## config.mk

```make
export PLATFORM = sky130hd
export DESIGN_NAME = reg_file
export DESIGN_NICKNAME = d
export VERILOG_FILES = /design/src/rtl/reg_file.sv
export SDC_FILE = /design/constraint.sdc
export NUM_CORES = 2
export LEC_CHECK = 0
export ABC_AREA = 0
export ABC_CLOCK_PERIOD_IN_PS = 49800
export BUFFER_PORTS_ARGS = -buffer_cell sky130_fd_sc_hd__buf_2
export CORE_UTILIZATION = 55
export DETAILED_ROUTE_END_ITERATION = 10
export GPL_TIMING_DRIVEN = 0
export PLACE_DENSITY_LB_ADDON = 0.15
export SLEW_MARGIN = 0
export SYNTH_ARGS = -nofsm -noshare
export SYNTH_HDL_FRONTEND = slang
export SYNTH_SLANG_ARGS = --single-unit
export TNS_END_PERCENT = 100
```

## constraint.sdc

```tcl
create_clock -name clk -period 49.8 [get_ports clk]
set_clock_uncertainty 0.2 [all_clocks]
set_input_delay 9.96 -clock clk [delete_from_list [all_inputs] [get_ports clk]]
set_output_delay 9.96 -clock clk [all_outputs]
set_load 0.1 [all_outputs]
```

## src/rtl/reg_file.sv

```systemverilog
// rtl/reg_file.sv - 32-entry register file with optional write-to-read bypass
//
// Purpose:
//   General-purpose register file for the single-cycle CPU datapath. Two
//   combinational read ports feed the ALU operands. One synchronous write
//   port takes the writeback value. Entry 0 is hardwired to zero. A debug
//   read port is provided for the bench and display logic.
//
// Ports:
//   clk     in   1       clock; writes take effect on the rising edge
//   rst     in   1       asynchronous reset, active-high
//   rna     in   ADDR_W  read index, port A
//   rnb     in   ADDR_W  read index, port B
//   qa      out  DATA_W  read data A (ALU operand a)
//   qb      out  DATA_W  read data B (ALU operand b / store data)
//   we      in   1       write enable
//   wn      in   ADDR_W  write index
//   d       in   DATA_W  write data
//   dbg_rn  in   ADDR_W  debug read index
//   dbg_q   out  DATA_W  debug read data, never bypassed

module reg_file #(
  parameter int DATA_W = 32,
  parameter int ADDR_W = 5,
  parameter int BYPASS = 1
) (
  input  logic              clk,
  input  logic              rst,
  input  logic [ADDR_W-1:0] rna,
  input  logic [ADDR_W-1:0] rnb,
  output logic [DATA_W-1:0] qa,
  output logic [DATA_W-1:0] qb,
  input  logic              we,
  input  logic [ADDR_W-1:0] wn,
  input  logic [DATA_W-1:0] d,
  input  logic [ADDR_W-1:0] dbg_rn,
  output logic [DATA_W-1:0] dbg_q
);

  localparam int DEPTH = 2 ** ADDR_W;

  logic [DATA_W-1:0] regs_q [DEPTH];

  // A write to index 0 is dropped here, so entry 0 stays at its reset value.
  logic wr_en_d;
  assign wr_en_d = we && (wn != '0);

  // The reset branch has priority, so a write pending on the edge where rst
  // is high (including the cycle it asserts) is discarded.
  always_ff @(posedge clk or posedge rst) begin
    if (rst) begin
      for (int i = 0; i < DEPTH; i++) begin
        regs_q[i] <= '0;
      end
    end else if (wr_en_d) begin
      regs_q[wn] <= d;
    end
  end

  // Bypass qualifies on !rst so that the reads return 0 for as long as
  // reset is held, even when we is still high.
  logic bypass_a;
  logic bypass_b;
  assign bypass_a = (BYPASS != 0) && !rst && wr_en_d && (wn == rna);
  assign bypass_b = (BYPASS != 0) && !rst && wr_en_d && (wn == rnb);

  always_comb begin
    qa    = '0;
    qb    = '0;
    dbg_q = '0;
    if (!rst) begin
      if (rna != '0) begin
        qa = regs_q[rna];
      end
      if (rnb != '0) begin
        qb = regs_q[rnb];
      end
      if (dbg_rn != '0) begin
        dbg_q = regs_q[dbg_rn];
      end
      if (bypass_a) begin
        qa = d;
      end
      if (bypass_b) begin
        qb = d;
      end
    end
  end

endmodule

```

# Word level (Yosys, flattened, before mapping)
# Index checks and enable logic that the tools add are counted.
# W data, S select, Z words.
# word_totals
regBits	1024
input_bits	55
output_inout_bits	96
# classes
order_cmp	5
n_eq_ne	2
mux	20
bitwise_logic	4
n_reduce_logical	10
# op_table
operator	n
$bwmux W1024	1
$bmux W32 S5	3
$mux W32	15
$demux W32 S5	1
$ge A6 B6 Y1 const B	4
$not A5 Y6	4
$reduce_bool A5 Y1	4
$eq A5 B5 Y1	2
$lt A6 B1 Y1 const B	1
$logic_and A1 B1 Y1	5
$logic_not A1 Y1	1

# Logic depth before layout (Yosys ltp)
# depth
ltp_word	7
ltp_mapped	9
ltp_nobuf	5

# Worst setup path before layout
# OpenSTA, ideal clock, no wires.
# synth_path
kind	input-to-output
from	in rst
to	out qb[30]
arrival_ps	36551
required_time_ps	39640
setup_slack_ps	3089
stages	5
cell_sequence	inv_1 > o311ai_1 > clkbuf_1 > a211oi_1 > a211o_1
# synth_via
elab_chain_cells	5
# synth_rtl
element	line_no	text
start: declaration	28	input logic rst,
$logic_not A1 Y1	-	
$logic_and A1 B1 Y1 (2 in series)	65	assign bypass_b = (BYPASS != 0) && !rst && wr_en_d && (wn == rnb);
$mux W32	84	if (bypass_b) begin
$mux W32 *	71	if (!rst) begin
end: declaration	32	output logic [DATA_W-1:0] qb,
# Mark *: on every way between the ends. The rest lies on a longest branch, timed or not.

# Worst setup path after layout
# layout_path
from	in rna[2]
to	out qa[29]
# layout_via
elab_chain_cells	7
word_cells_on_any_way	10
# layout_rtl
element	line_no	text
start: declaration	29	input logic [ADDR_W-1:0] rna,
$not A5 Y6 (not written as such)	73	qa = regs_q[rna];
$bmux W32 S5	73	
$mux W32 (not written as such) (2 in series)	73	
$mux W32	72	if (rna != '0) begin
$mux W32 *	81	if (bypass_a) begin
$mux W32 *	71	
end: declaration	31	output logic [DATA_W-1:0] qa,
# Mark *: on every way between the ends. The rest lies on a longest branch, timed or not. The select of a mux whose other input is x is not followed.

==> flow_summary.json <==
{
  "power_density_nw_per_um2": 40.4,
  "fmax_mhz": 40.6,
  "track_usage_pct": 42.4,
  "routed_wl_um": 241000,
  "design.core.area_um2": 112000,
  "postCtsHoldBufs": 0,
  "drive_gt1_share_pct": 53.8,
  "worstPathArrival_ns": 14.49,
  "ios": 151,
  "period_share_pct": 49.5,
  "crit_path_top_delay_cell": "clkbuf_1",
  "crit_fanout": 10,
  "synth_seq_area_share_pct": 41.1,
  "cp_common_cell": "buf_2",
  "area_growth_pct": 10.9,
  "async_flop_share_pct": 100,
  "finalWeightedCongestion": 0.994,
  "grt_pass1_wl_um": 338000,
  "p_leak_nw": 29.0,
  "drt_iter0_drc": 6985,
  "synth_edf_count": 0,
  "cp_cell_sequence": "buf_2 > buf_2 > buf_2 > buf_2 > clkbuf_1 > mux4_2 > a22oi_1 > a21oi_1 > a211o_1 > buf_2",
  "reg.largest.list": "regs_q: 1024 flops",
  "fin_crit_ns": 24.65,
  "syn_area_um2": 62300,
  "cts_sinks": 1024,
  "ir_drop_uv": 29.2,
  "hp-class": "flop to flop",
  "drt_first_pass_iters": 11,
  "synthCells": 3964,
  "rr_worst_depth": 1,
  "numPortBuffers": 142,
  "required_ns": 39.64,
  "root_buffer": "clkbuf_16",
  "nets": 4289,
  "first_global_vias": 44900,
  "setup_ws_ns": 25.15,
  "hp-start": "regs_q[1008]$_DFFE_PP0P_",
  "route.detailed.drc": 1,
  "antenna_found_initial": 18,
  "crit_type": "input port to output port",
  "setup_viol": 0,
  "worstSkewPairLatency_ns": 0.72,
  "finalPower_mw": 2.79,
  "yosys_warnings": 0,
  "cts_setup_buffers": 0,
  "die_w_um": 339,
  "regMostFlops": "regs_q",
  "slew_headroom_pct": -9.70,
  "synth.distinct_cells": 36,
  "hold_end": "regs_q[1008]$_DFFE_PP0P_",
  "largest_reg_flops": 1024,
  "r2r_slack_ns": 48.76,
  "detail_route.wl_per_cell_um": 41.3,
  "reg2reg_from": "regs_q[105]$_DFFE_PP0P_",
  "rsz0062_at_grt": "no",
  "syn_nets": 4019,
  "status": "finished, violations left",
  "die-area_um2": 115000,
  "die_h_um": 339,
  "holdPathStages": 1,
  "h-tree-depth": 3,
  "vias": 45200,
  "avgSynthCellArea_um2": 15.7,
  "cts_buffers": 114,
  "postCtsResizedCells": 0,
  "max_stage_delay_ns": 1.17,
  "fin_util_pct": 61.5,
  "violations": "DRC, capacitance limit, slew limit",
  "clk_pin_slew_ns": 0.06,
  "row_count": 123,
  "maxCapViolations": 14,
  "place_ws_ns": 25.59,
  "vias_per_cell": 7.74,
  "hpwl_um": 165000,
  "r2r-end": "regs_q[105]$_DFFE_PP0P_",
  "drv_slew": 142,
  "ant_nets": 0,
  "gr-total-overflow": 0,
  "grt_max_degree": 129,
  "cts_tree": "yes",
  "ys_ff_latch": 1024,
  "ys.flop_type": "dfrtp_1",
  "cts_buffer_depth": 3,
  "critPathCaptureType": "output port",
  "startpoint_type": "input port",
  "holdWs_ns": 0.295,
  "finalHoldViolCount": 0,
  "start_util_pct": 55.4,
  "worst_pin_slew_ns": 1.65
}
==> critical path: cells and delay by family <==
family          cells  cell delay [ns]
compound gates      3             0.70
mux                 1             0.43
buf+inv             6             3.34
==> cells by family after synthesis <==
kind of cell | share of synthesized area (%)
buffers and inverters | 3.47
multiplexers | 50.3
AO/OA/AOI/OAI | 3.60
AND/OR/NAND/NOR | 1.42
XOR/XNOR | 0.140
flip-flops | 41.1
==> cell usage in the layout, fill, tap and decap left out, drive strengths merged, types with 2 or more instances in the layout <==
master,Yosys,layout
dfrtp,1024,1024
mux2,1024,1024
mux4,864,864
clkbuf,299,460
buf,186,338
a22oi,124,124
a21oi,94,94
nor2b,70,70
a211o,64,64
nor2,49,49
mux2i,34,34
inv,33,34
o22ai,32,32
clkinv,0,25
nand2,19,19
diode,0,17
bufinv,0,11
xnor2,10,10
clkinvlp,0,9
nand3b,4,4
nand3,4,4
a211oi,4,4
nor4,4,4
nor3b,3,3
nor3,3,3
nand4b,3,3
o311ai,2,2
o31ai,2,2
and2,2,2
==> routing by layer <==
metal	up-vias	GRT usage (%)	part of all wire, %
met5	-	1.58	0.16
met4	18	23.0	6.6
met3	956	19.9	15
met2	3849	58.8	42
met1	23900	55.1	36
li1	16500	-	-
==> how the worst max path moves through the flow <==
stage               slack (ns)  depth (start not counted)    from      to
floorplan                 3.09                          5     rst  qb[30]
global placement        -15.76                          7     rst  qb[30]
detailed placement       25.59                         10  rna[2]  qa[29]
CTS                      25.58                         10  rna[2]  qa[29]
global route             25.38                         11  rna[0]   qa[2]
finish                   25.15                         10  rna[2]  qa[29]
==> stage by stage <==
| step | instances | setup TNS [ns] | cell area [µm²] |
|---|---|---|---|
| floorplan | 3964 | 0 | 62300 |
| global placement | 5606 | -2409.18 | 64900 |
| detailed placement | 5617 | 0 | 65200 |
| CTS | 5822 | 0 | 69100 |
| global route | 5825 | 0 | 69100 |
| finish | 5840 | 0 | 69100 |
==> cell usage after synthesis (12+ instances only) <==
cell type | instances | area (µm²)
dfrtp_1 | 1024 | 25600
mux2_2 | 994 | 11200
mux4_2 | 864 | 19500
clkbuf_1 | 299 | 1120
a22oi_1 | 124 | 931
buf_2 | 100 | 500
a21oi_1 | 94 | 470
buf_1 | 73 | 274
nor2b_1 | 70 | 438
a211o_1 | 64 | 561
nor2_1 | 49 | 184
mux2i_1 | 34 | 340
inv_1 | 33 | 124
o22ai_1 | 32 | 200
mux2_1 | 30 | 338
nand2_1 | 19 | 71.3
buf_6 | 12 | 135
==> layout make-up <==
class                           count  area (µm²)
Antenna cell                       17        42.5
Buffer                            485        2040
Clock buffer                      159        3310
Clock inverter                     46         547
Fill cell                        8413       43400
Inverter                           33         131
Multi-Input combinational cell   2422       34600
Sequential cell                  1024       25600
Tap cell                         1500        1880
Timing Repair Buffer              154         976
==> power by group <==
| part | switching, mW | internal, mW | leakage, nW |
|---|---|---|---|
| logic | 0.355 | 0.401 | 13.9 |
| registers | 0.157 | 0.989 | 13.2 |
| clock network | 0.370 | 0.518 | 1.89 |
No activity file was read; power rests on OpenSTA's default activity.
